--- src/rtl/lap_record_reader.sv ---
// rtl/lap_record_reader.sv - browses stored lap records from RAM and presents one on the display
//
// Purpose: steps through up to 16 lap records held in a synchronous-read RAM,
// either manually (next/prev keys) or automatically (auto-scan on 1 Hz ticks).
// Each step issues a two-cycle fetch and then latches the record for display.
//
// Ports:
//   clk_50Mhz  in   system clock, rising edge
//   rst        in   synchronous active-high reset
//   rec_count  in   number of valid records (values above 16 read as 16)
//   key_next   in   one-cycle pulse: step forward
//   key_prev   in   one-cycle pulse: step backward
//   key_scan   in   one-cycle pulse: toggle auto-scan
//   tick_1hz   in   one-cycle pulse at 1 Hz
//   ram_q      in   RAM read data, one edge after the address is sampled
//   ram_addr   out  RAM read address
//   rd_active  out  reader owns the RAM port (writer must hold off)
//   disp_data  out  displayed BCD record
//   disp_index out  1-based index of the shown record, 0 when none
//   disp_valid out  disp_data holds a fetched record
//   empty      out  no records stored
//   scan_on    out  auto-scan mode active
module lap_record_reader #(
  parameter int unsigned SCAN_TICKS  = 2,
  parameter logic [23:0] BLANK_VALUE = 24'h000000
) (
  input  logic        clk_50Mhz,
  input  logic        rst,
  input  logic [4:0]  rec_count,
  input  logic        key_next,
  input  logic        key_prev,
  input  logic        key_scan,
  input  logic        tick_1hz,
  input  logic [23:0] ram_q,
  output logic [3:0]  ram_addr,
  output logic        rd_active,
  output logic [23:0] disp_data,
  output logic [4:0]  disp_index,
  output logic        disp_valid,
  output logic        empty,
  output logic        scan_on
);

  typedef enum logic [1:0] {S_IDLE, S_FETCH, S_WAIT, S_SHOW} state_t;

  localparam logic [4:0] LP_TICKS = 5'(SCAN_TICKS);

  state_t      r_state;
  logic [3:0]  r_cur_idx;
  logic [3:0]  r_ram_addr;
  logic [3:0]  r_tick_cnt;
  logic        r_rd_active;
  logic [23:0] r_disp_data;
  logic [4:0]  r_disp_index;
  logic        r_disp_valid;
  logic        r_scan_on;

  logic [4:0]  w_count;
  logic        w_empty;
  logic [3:0]  w_last_idx;
  logic        w_key_next;
  logic        w_key_prev;
  logic        w_tick_hit;
  logic        w_shrunk;
  logic [3:0]  w_next_idx;
  logic [3:0]  w_prev_idx;
  logic        w_do_fetch;
  logic        w_manual_step;
  logic [3:0]  w_fetch_idx;

  assign w_count    = (rec_count > 5'd16) ? 5'd16 : rec_count;
  assign w_empty    = (w_count == 5'd0);
  assign w_last_idx = 4'(w_count - 5'd1);

  // Both keys in the same cycle cancel out.
  assign w_key_next = key_next & ~key_prev;
  assign w_key_prev = key_prev & ~key_next;

  assign w_tick_hit = r_scan_on & tick_1hz & (({1'b0, r_tick_cnt} + 5'd1) == LP_TICKS);

  // The record list shrank underneath the shown record.
  assign w_shrunk   = ({1'b0, r_cur_idx} >= w_count);

  assign w_next_idx = (r_cur_idx == w_last_idx) ? 4'd0 : r_cur_idx + 4'd1;
  assign w_prev_idx = (r_cur_idx == 4'd0) ? w_last_idx : r_cur_idx - 4'd1;

  // Fetch decision; only IDLE and SHOW accept new work, so steps that
  // arrive mid-fetch are dropped here.
  always_comb begin
    w_do_fetch    = 1'b0;
    w_manual_step = 1'b0;
    w_fetch_idx   = r_cur_idx;
    if (r_state == S_IDLE) begin
      w_do_fetch  = 1'b1;
      w_fetch_idx = 4'd0;
    end else if (r_state == S_SHOW) begin
      if (w_shrunk) begin
        w_do_fetch  = 1'b1;
        w_fetch_idx = w_last_idx;
      end else if (w_key_next) begin
        w_do_fetch    = 1'b1;
        w_manual_step = 1'b1;
        w_fetch_idx   = w_next_idx;
      end else if (w_key_prev) begin
        w_do_fetch    = 1'b1;
        w_manual_step = 1'b1;
        w_fetch_idx   = w_prev_idx;
      end else if (w_tick_hit) begin
        w_do_fetch  = 1'b1;
        w_fetch_idx = w_next_idx;
      end
    end
  end

  always_ff @(posedge clk_50Mhz) begin
    if (rst) begin
      r_state      <= S_IDLE;
      r_cur_idx    <= 4'd0;
      r_ram_addr   <= 4'd0;
      r_tick_cnt   <= 4'd0;
      r_rd_active  <= 1'b0;
      r_disp_data  <= BLANK_VALUE;
      r_disp_index <= 5'd0;
      r_disp_valid <= 1'b0;
      r_scan_on    <= 1'b0;
    end else if (w_empty) begin
      // Nothing to show: park, blank the display, ignore all keys.
      r_state      <= S_IDLE;
      r_tick_cnt   <= 4'd0;
      r_rd_active  <= 1'b0;
      r_disp_data  <= BLANK_VALUE;
      r_disp_index <= 5'd0;
      r_disp_valid <= 1'b0;
      r_scan_on    <= 1'b0;
    end else begin
      // Scan toggle is honoured in every state; the counter restarts on
      // any toggle and on every applied manual step.
      if (key_scan) begin
        r_scan_on  <= ~r_scan_on;
        r_tick_cnt <= 4'd0;
      end else if (w_manual_step) begin
        r_tick_cnt <= 4'd0;
      end else if (r_scan_on && tick_1hz) begin
        r_tick_cnt <= w_tick_hit ? 4'd0 : r_tick_cnt + 4'd1;
      end

      case (r_state)
        S_IDLE, S_SHOW: begin
          if (w_do_fetch) begin
            r_cur_idx   <= w_fetch_idx;
            r_ram_addr  <= w_fetch_idx;
            r_rd_active <= 1'b1;
            r_state     <= S_FETCH;
          end
        end
        S_FETCH: begin
          r_state <= S_WAIT;
        end
        S_WAIT: begin
          r_disp_data  <= ram_q;
          r_disp_index <= {1'b0, r_cur_idx} + 5'd1;
          r_disp_valid <= 1'b1;
          r_rd_active  <= 1'b0;
          r_state      <= S_SHOW;
        end
        default: begin
          r_state <= S_IDLE;
        end
      endcase
    end
  end

  assign ram_addr   = r_ram_addr;
  assign rd_active  = r_rd_active;
  assign disp_data  = r_disp_data;
  assign disp_index = r_disp_index;
  assign disp_valid = r_disp_valid;
  assign empty      = w_empty;
  assign scan_on    = r_scan_on;

endmodule

--- config.mk ---
export PLATFORM = sky130hd
export DESIGN_NAME = lap_record_reader
export DESIGN_NICKNAME = d
export VERILOG_FILES = /design/src/rtl/lap_record_reader.sv
export SDC_FILE = /design/constraint.sdc
export NUM_CORES = 1
export LEC_CHECK = 0
export CORE_MARGIN = 4
export CORE_UTILIZATION = 45
export DETAILED_ROUTE_END_ITERATION = 16
export PLACE_DENSITY = 0.84
export SLEW_MARGIN = 10
export SYNTH_ARGS = -nofsm -noshare
export SYNTH_HDL_FRONTEND = slang
export SYNTH_SLANG_ARGS = --single-unit
--- constraint.sdc ---
create_clock -name clk_50Mhz -period 6.5 [get_ports clk_50Mhz]
set_clock_uncertainty 0.1 [all_clocks]
set_input_delay 0.975 -clock clk_50Mhz [delete_from_list [all_inputs] [get_ports clk_50Mhz]]
set_output_delay 0.975 -clock clk_50Mhz [all_outputs]
set_load 0.05 [all_outputs]
### After elaboration in Yosys (flattened, before gate mapping)

Index checks and enable logic that the tools add are counted.

| word-level totals | value |
|---|---|
| flip-flop bits (word level) | 42 |
| input port bits | 35 |
| output and inout port bits | 37 |
| word-level logic and storage cells | 67 |

| cells by class | value |
|---|---|
| add/sub/neg operators | 6 |
| $lt $le $gt $ge | 2 |
| equal/unequal tests | 6 |
| muxes and demuxes | 25 |
| bitwise gates (word level) | 8 |
| reductions and logical operators | 12 |

Operators with widths:

| cell | count |
|---|---|
| 4-bit 2-to-1 mux | 9 |
| 1-bit 2-to-1 mux | 12 |
| 4-bit by 1-bit adder with 5-bit output (second input constant) | 2 |
| 4-bit by 1-bit adder with 4-bit output (second input constant) | 2 |
| 4-bit by 1-bit subtractor with 4-bit output (second input constant) | 2 |
| 2-bit case mux with 3 select lines | 1 |
| 5-bit by 2-bit equality test with 1-bit output (second input constant) | 1 |
| 4-bit by 5-bit greater-or-equal comparator with 1-bit output | 1 |
| 5-bit > comparator (second input constant) | 1 |
| 5-bit zero test | 1 |
| 5-bit 2-to-1 mux | 1 |
| 5-bit AND reduction | 1 |
| 5-bit nonzero test | 1 |
| 1-bit bitwise AND | 4 |
| 2-bit equality test (second input constant) | 2 |
| 4-bit equality test | 1 |
| 4-bit zero test | 1 |
| 1-bit NOT | 4 |
| 2-bit nonzero test | 2 |
| 2-bit OR reduction | 2 |
| 4-bit OR reduction | 1 |
| 2-bit by 1-bit equality test with 1-bit output (second input constant) | 1 |
| 2-bit zero test | 1 |
| 2-bit 2-to-1 mux | 1 |
| 4 further kinds | 4 |

### Longest topological paths before layout

Gate-level depths: netlist of the first run.

| depth | value |
|---|---|
| depth after elaboration | 11 |
| depth in mapped cells | 10 |
| gate-level depth less buffers | 9 |

### Least setup slack after synthesis of the first run

No wires, ideal clock.

| timing | value |
|---|---|
| kind | input-to-output |
| start | in rec_count[4] |
| end | out empty |
| arrival | 2.630 ns |
| data required time | 5.425 ns |
| slack | 2.795 ns |
| stages | 5 |
| path buffers | 1 |
| cell sequence | clkbuf_2 -> clkinv_1 -> nand2_1 -> ha_1 -> nor4b_2 |

| on the way | value |
|---|---|
| cells in the longest elaborated chain, start to end | 3 |

RTL lines:

| item | line | text |
|---|---|---|
| from (decl) | 29 | `input logic [4:0] rec_count,` |
| 5-bit > comparator | 71 | `assign w_count = (rec_count > 5'd16) ? 5'd16 : rec_count;` |
| 5-bit 2-to-1 mux (*) | 71 |  |
| 5-bit zero test (*) | 72 | `assign w_empty = (w_count == 5'd0);` |
| to (decl) | 40 | `output logic empty,` |

Every way passes the cells marked *; elsewhere a longest branch is shown, timed or not.

### Worst setup path after layout of the first run

Same ends and word-level chain as after synthesis.

==> results.py, run 1 <==
metrics = {
    "yosys": {
        "yosysUniqueCellTypes": 54,
        "syn-num-nets": 300,
        "synth-seq-area-share": 0.372,
        "synth_edf_count": 0,
        "async_reset_ff_frac": 0,
        "yosys_warnings": 0,
        "synth_ff_type": "dfxtp_1",
        "synth-seq-cells": 42,
        "syn-cell-area_sq_mm": 0.00226,
        "syn_area_per_cell_sq_um": 9.07,
        "synthCells": 249,
    },
    "routing": {
        "via_per_inst": 5.23,
        "ant_nets": 0,
        "drtIter0Drc": 79,
        "drc": 0,
        "drtPass1Iterations": 4,
        "totalWireLength_microns": 5250,
        "vias": 2012,
        "wl_per_cell_microns": 13.6,
    },
    "timing": {
        "setup_viol": 0,
        "maxSlewHeadroom": 0.377,
        "worstMarginPinSlew_ns": 0.934,
        "max_freq_ghz": 0.221,
        "finalMaxSlewViolations": 0,
        "period_share": 0.695,
        "rsz0062_at_grt": "no",
        "finalHoldViolations": 0,
        "fin_crit_ns": 4.52,
        "fin_tns_setup_ns": 0,
    },
    "cts": {
        "cts.hold.buffers_added": 0,
        "clock_latency_ns": 0.29,
        "cts_buffers": 5,
        "htreeDepth": 2,
        "root_buffer": "clkbuf_8",
        "cts_resized": 0,
        "cts_tree": "built",
        "clk_path_buf_depth": 2,
        "cts_sinks": 42,
        "post_cts_buffers": 0,
        "path_clk_slew_ns": 0.08,
    },
    "critical_path": {
        "path_max_fanout": 10,
        "r2r_start": "ram_addr[0]",
        "startpoint": "rec_count[4]",
        "regToRegSetupSlack_ns": 3.90,
        "reg2reg_depth": 8,
        "cp-end-kind": "primary output",
        "worstSetupPathType": "in -> out",
        "timing.rr.end": "r_state[0]",
        "worstSetupStartpointType": "input pin",
        "critical_path_required_ns": 5.42,
        "crit_path_end": "empty",
        "crit_arrival_ns": 3.44,
    },
    "layout": {
        "final_nets": 368,
        "layout-drive-gt1-share": 0.0597,
        "area_delta_synth_final_pct": 37.6,
        "diodes": 0,
        "fin_util": 0.649,
    },
    "floorplan": {
        "die-area_sq_mm": 0.00622,
        "core-area_sq_mm": 0.00479,
        "initial_core_util": 0.472,
        "die-height_microns": 78.8,
        "ioPinCount": 72,
        "rows": 25,
        "die_w_microns": 78.8,
    },
    "power_and_ir_drop": {
        "p_sw_frac": 0.414,
        "powerDensity_mw_per_mm2": 301,
        "switchingPower_w": 0.000388,
        "power_frac_seq": 0.348,
        "comb_power_share": 0.474,
        "p_int_w": 0.000549,
        "clkPwrFrac": 0.178,
        "p_leak_nw": 1.13,
        "ir_drop_mv": 0.205,
    },
    "global_routing": {
        "grt_usage": 0.172,
        "grt.overflow.total": 0,
        "grt_first_pass_wirelength_microns": 8640,
        "grt_pass1_vias": 1855,
        "grt_max_degree": 38,
        "antenna_found_initial": 0,
    },
    "job": {
        "cap_violations": 0,
    },
    "status": {
        "status": "finished, final reports clean",
    },
    "place": {
        "portBuffers": 71,
        "hpwl_microns": 3970,
        "gp_congestion": 0.884,
    },
    "min_path": {
        "worst_hold_path_type": "reg -> reg",
    },
}
cell usage after synthesis, types with 2 or more instances:
master / count / share of area
a211oi_1: 4 / 0.013
and2_1: 3 / 0.0083
nor3_1: 3 / 0.0066
xnor2_1: 5 / 0.019
xor2_1: 2 / 0.0078
mux2i_1: 26 / 0.12
buf_1: 3 / 0.0050
a32o_1: 2 / 0.0089
o211ai_1: 4 / 0.013
nand3_1: 3 / 0.0066
a21oi_1: 11 / 0.024
nor2_1: 49 / 0.081
a31oi_1: 4 / 0.011
inv_1: 14 / 0.023
dfxtp_1: 42 / 0.37
o31a_1: 2 / 0.0078
nor4_1: 2 / 0.0055
nand2_1: 10 / 0.017
buf_2: 2 / 0.0044
ha_1: 16 / 0.089
o21ai_0: 2 / 0.0044
nand2b_1: 4 / 0.011
clkbuf_1: 5 / 0.0083
worst max-delay path: stages:
cell             delay (ns)
clkdlybuf4s50_1        0.63
clkinv_1               0.33
nand2_1                0.22
ha_1                   0.16
nor4b_2                0.27
clkdlybuf4s50_1        0.87
through the flow:
| step | hold slack, ns | worst slack, ns | area (sq um) | total power [W] | cells |
|---|---|---|---|---|---|
| finish | 0.375 | 1.98 | 3110 | 0.000936 | 385 |
| global route | 0.408 | 1.78 | 3110 | 0.000989 | 385 |
| CTS | 0.377 | 1.98 | 3110 | 0.000946 | 385 |
| detailed placement | 0.363 | 1.98 | 3020 | 0.000777 | 377 |
| global placement | 0.345 | 2.03 | 3020 | 0.000772 | 377 |
| floorplan | 0.391 | 2.79 | 2260 | 0.000642 | 249 |
metal layers:
layer | GRT usage | vias up | wire length (microns)
met2 | 0.292 | 66 | 2600
met3 | 0.0635 | 7 | 423
met1 | 0.203 | 927 | 2160
met4 | 0.0481 | 0 | 63
met5 | 0 | - | 0
li1 | - | 1012 | -
cell families (layout without fill, tap and decap cells):
| kind of cell | after synthesis | in the layout | synth area share |
|---|---|---|---|
| xor gates and xnor gates | 8 | 8 | 0.0371 |
| buffers and inverters | 26 | 95 | 0.0449 |
| and+or+nand+nor | 84 | 84 | 0.178 |
| DFF | 42 | 42 | 0.372 |
| muxes | 27 | 27 | 0.120 |
| AOI/OAI and AO/OA | 46 | 46 | 0.159 |
| adders and majority gates | 16 | 16 | 0.0886 |
layout make-up:
type                            instances  area (sq um)
Fill cell                             400          1680
Multi-Input combinational cell        181          1320
Sequential cell                        42           841
Timing Repair Buffer                   72           718
Tap cell                               67          83.8
Clock buffer                            5          68.8
Inverter                               15          56.3
Clock inverter                          3          21.3
power groups by stage:
stage | Combinational [W] | Sequential, W | Clock [W]
floorplan | 0.000181 | 0.000461 | 0
global placement | 0.000442 | 0.000329 | 0
detailed placement | 0.000445 | 0.000331 | 0
CTS | 0.000447 | 0.000326 | 0.000173
global route | 0.000475 | 0.000332 | 0.000182
finish | 0.000443 | 0.000326 | 0.000167
worst min-delay path by stage:
stage                  startpoint  slack [ns]  depth (start not counted)             to
CTS                 disp_index[4]        0.38                          2  disp_index[4]
detailed placement  disp_index[4]        0.36                          2  disp_index[4]
global route        disp_index[4]        0.41                          2  disp_index[4]
global placement       disp_valid        0.35                          2     disp_valid
floorplan           r_tick_cnt[0]        0.39                          2  r_tick_cnt[0]
finish              disp_index[4]        0.38                          2  disp_index[4]
state kept, by name, indices dropped and copies added, names as in the netlist:
name        cells
scan_on         1
disp_data      24
disp_valid      1
r_state         2
r_tick_cnt      4
rd_active       1
ram_addr        4
disp_index      5
cell usage in the layout, fill, tap and decap left out, drive strengths merged, types with 2 or more instances in the layout:
| cell type | Yosys | layout |
|---|---|---|
| nor3 | 3 | 3 |
| clkinv | 1 | 3 |
| a31oi | 4 | 4 |
| a211oi | 4 | 4 |
| nor2 | 49 | 49 |
| xor2 | 2 | 2 |
| nand2 | 11 | 11 |
| and2 | 3 | 3 |
| nor4 | 2 | 2 |
| a32o | 2 | 2 |
| a21oi | 11 | 11 |
| ha | 16 | 16 |
| o21ai | 3 | 3 |
| o31a | 2 | 2 |
| clkbuf | 6 | 5 |
| nand3 | 3 | 3 |
| xnor2 | 5 | 5 |
| o221ai | 2 | 2 |
| o211ai | 5 | 5 |
| nand2b | 4 | 4 |
| clkdlybuf4s50 | 0 | 71 |
| mux2i | 26 | 26 |
| dfxtp | 42 | 42 |
| nor4b | 2 | 2 |
| inv | 14 | 14 |
Power figures use the tool's default switching activity.
==> inputs of run 2 (changes only) <==
- CORE_UTILIZATION: 45 -> 42
- PLACE_DENSITY: 0.84 -> 0.83
- clock period: 6.5 -> 3.9 ns (I/O delays scaled with it)
==> results.py, run 2 (synthesis results as in run 1) <==
metrics = {
    "status": {
        "status": "finished, final reports clean",
    },
    "power_and_ir_drop": {
        "power_frac_seq": 0.345,
        "p_int_w": 0.000933,
        "p_leak_nw": 1.14,
        "clkPwrFrac": 0.183,
        "switchingPower_w": 0.000646,
        "powerDensity_mw_per_mm2": 504,
        "comb_power_share": 0.472,
        "ir_drop_mv": 0.360,
        "p_sw_frac": 0.409,
    },
    "place": {
        "gp_congestion": 0.933,
        "hpwl_microns": 4430,
        "place_inst": 382,
        "portBuffers": 71,
    },
    "cts": {
        "cts_resized": 0,
        "post_cts_buffers": 0,
        "cts.hold.buffers_added": 0,
        "cts_sinks": 42,
        "clk_path_buf_depth": 2,
        "root_buffer": "clkbuf_8",
        "cts_tree": "built",
        "htreeDepth": 2,
        "cts_buffers": 5,
        "clock_latency_ns": 0.28,
        "path_clk_slew_ns": 0.08,
    },
    "global_routing": {
        "grt_max_degree": 36,
        "grt_first_pass_wirelength_microns": 9830,
        "grt.overflow.total": 0,
        "grt_pass1_vias": 2130,
        "antenna_found_initial": 0,
        "grt_usage": 0.186,
    },
    "critical_path": {
        "cp-end-kind": "primary output",
        "path_max_fanout": 10,
        "critical_path_required_ns": 3.21,
        "reg2reg_depth": 8,
        "worstSetupPathType": "in -> out",
        "crit_arrival_ns": 2.61,
        "worstSetupStartpointType": "input pin",
    },
    "min_path": {
        "worst_hold_path_type": "reg -> reg",
        "holdPathStages": 2,
    },
    "timing": {
        "rsz0062_at_grt": "no",
        "fin_tns_setup_ns": 0,
        "max_freq_ghz": 0.303,
        "period_share": 0.845,
        "finalHoldViolations": 0,
        "worstMarginPinSlew_ns": 0.942,
        "fin_crit_ns": 3.30,
        "maxSlewHeadroom": 0.372,
        "setup_viol": 0,
        "finalMaxSlewViolations": 0,
    },
    "layout": {
        "area_delta_synth_final_pct": 38.6,
        "fill_cells": 455,
        "layout_common_cells": "70 x clkdlybuf4s50_1, 49 x nor2_1, 42 x dfxtp_1",
        "final_nets": 370,
        "largest_reg_flops": 24,
        "diodes": 0,
        "layout_commonest_cell": "clkdlybuf4s50_1",
        "final_cells": 390,
        "layout-drive-gt1-share": 0.0688,
    },
    "routing": {
        "totalWireLength_microns": 5750,
        "vias": 2067,
        "wl_per_cell_microns": 14.7,
        "drtIter0Drc": 179,
        "drc": 0,
        "via_per_inst": 5.30,
        "drtPass1Iterations": 4,
        "ant_nets": 0,
    },
    "floorplan": {
        "core-area_sq_mm": 0.00517,
        "die-area_sq_mm": 0.00661,
        "initial_core_util": 0.437,
        "rows": 26,
        "die_w_microns": 81.3,
        "die-height_microns": 81.3,
        "ioPinCount": 72,
    },
    "job": {
        "cap_violations": 0,
    },
}
run 2: cell count changes in the layout (fill, tap and decap cells not counted), sizes merged:
cell           delta
buf               +3
clkbuf            +1
clkdlybuf4s50     -1
clkinv            -1
run 2: cell type report:
type                    count  area [sq um]  share of cell area
inverters                  15          56.3              0.0180
clock inverters             2          12.5             0.00400
multi-input cells         181          1320               0.421
well taps                  70          87.6              0.0280
flip-flops and latches     42           841               0.269
clock buffers               6          82.6              0.0264
repair buffers             74           731               0.234
run 2: final timing paths:
check | start | end | slack [ns]
max | rec_count[4] | empty | 0.60
min | disp_valid | disp_valid | 0.39
max reg2reg | ram_addr[0] | r_state[0] | 1.42
min reg2reg | disp_valid | disp_valid | 0.39
run 2: power by group through the flow:
stage	registers [W]	logic [W]	clock network, W
floorplan	0.000768	0.000302	0
global placement	0.000550	0.000735	0
detailed placement	0.000554	0.000746	0
CTS	0.000546	0.000750	0.000299
global route	0.000554	0.000804	0.000316
finish	0.000545	0.000744	0.000289
run 2: per-layer routing:
metal,vias up,global-route usage,part of all wire
met4,0,0.0422,0.0099
li1,1019,-,-
met1,962,0.223,0.43
met5,-,0,0
met2,79,0.327,0.49
met3,7,0.0543,0.078
run 2: through the flow:
stage	setup WS [ns]	hold slack (ns)	utilization	instance area, sq um	total power, W
floorplan	0.626	0.391	-	2260	0.00107
global placement	0.543	0.360	0.587	3030	0.00129
detailed placement	0.418	0.375	0.587	3030	0.00130
CTS	0.628	0.394	0.605	3130	0.00159
global route	0.448	0.423	0.605	3130	0.00167
finish	0.603	0.387	0.605	3130	0.00158
run 2: critical path, stage by stage:
cell,delay (ns)
clkdlybuf4s50_1,0.65
clkinv_1,0.35
nand2_1,0.22
ha_1,0.18
nor4b_2,0.34
buf_4,0.28
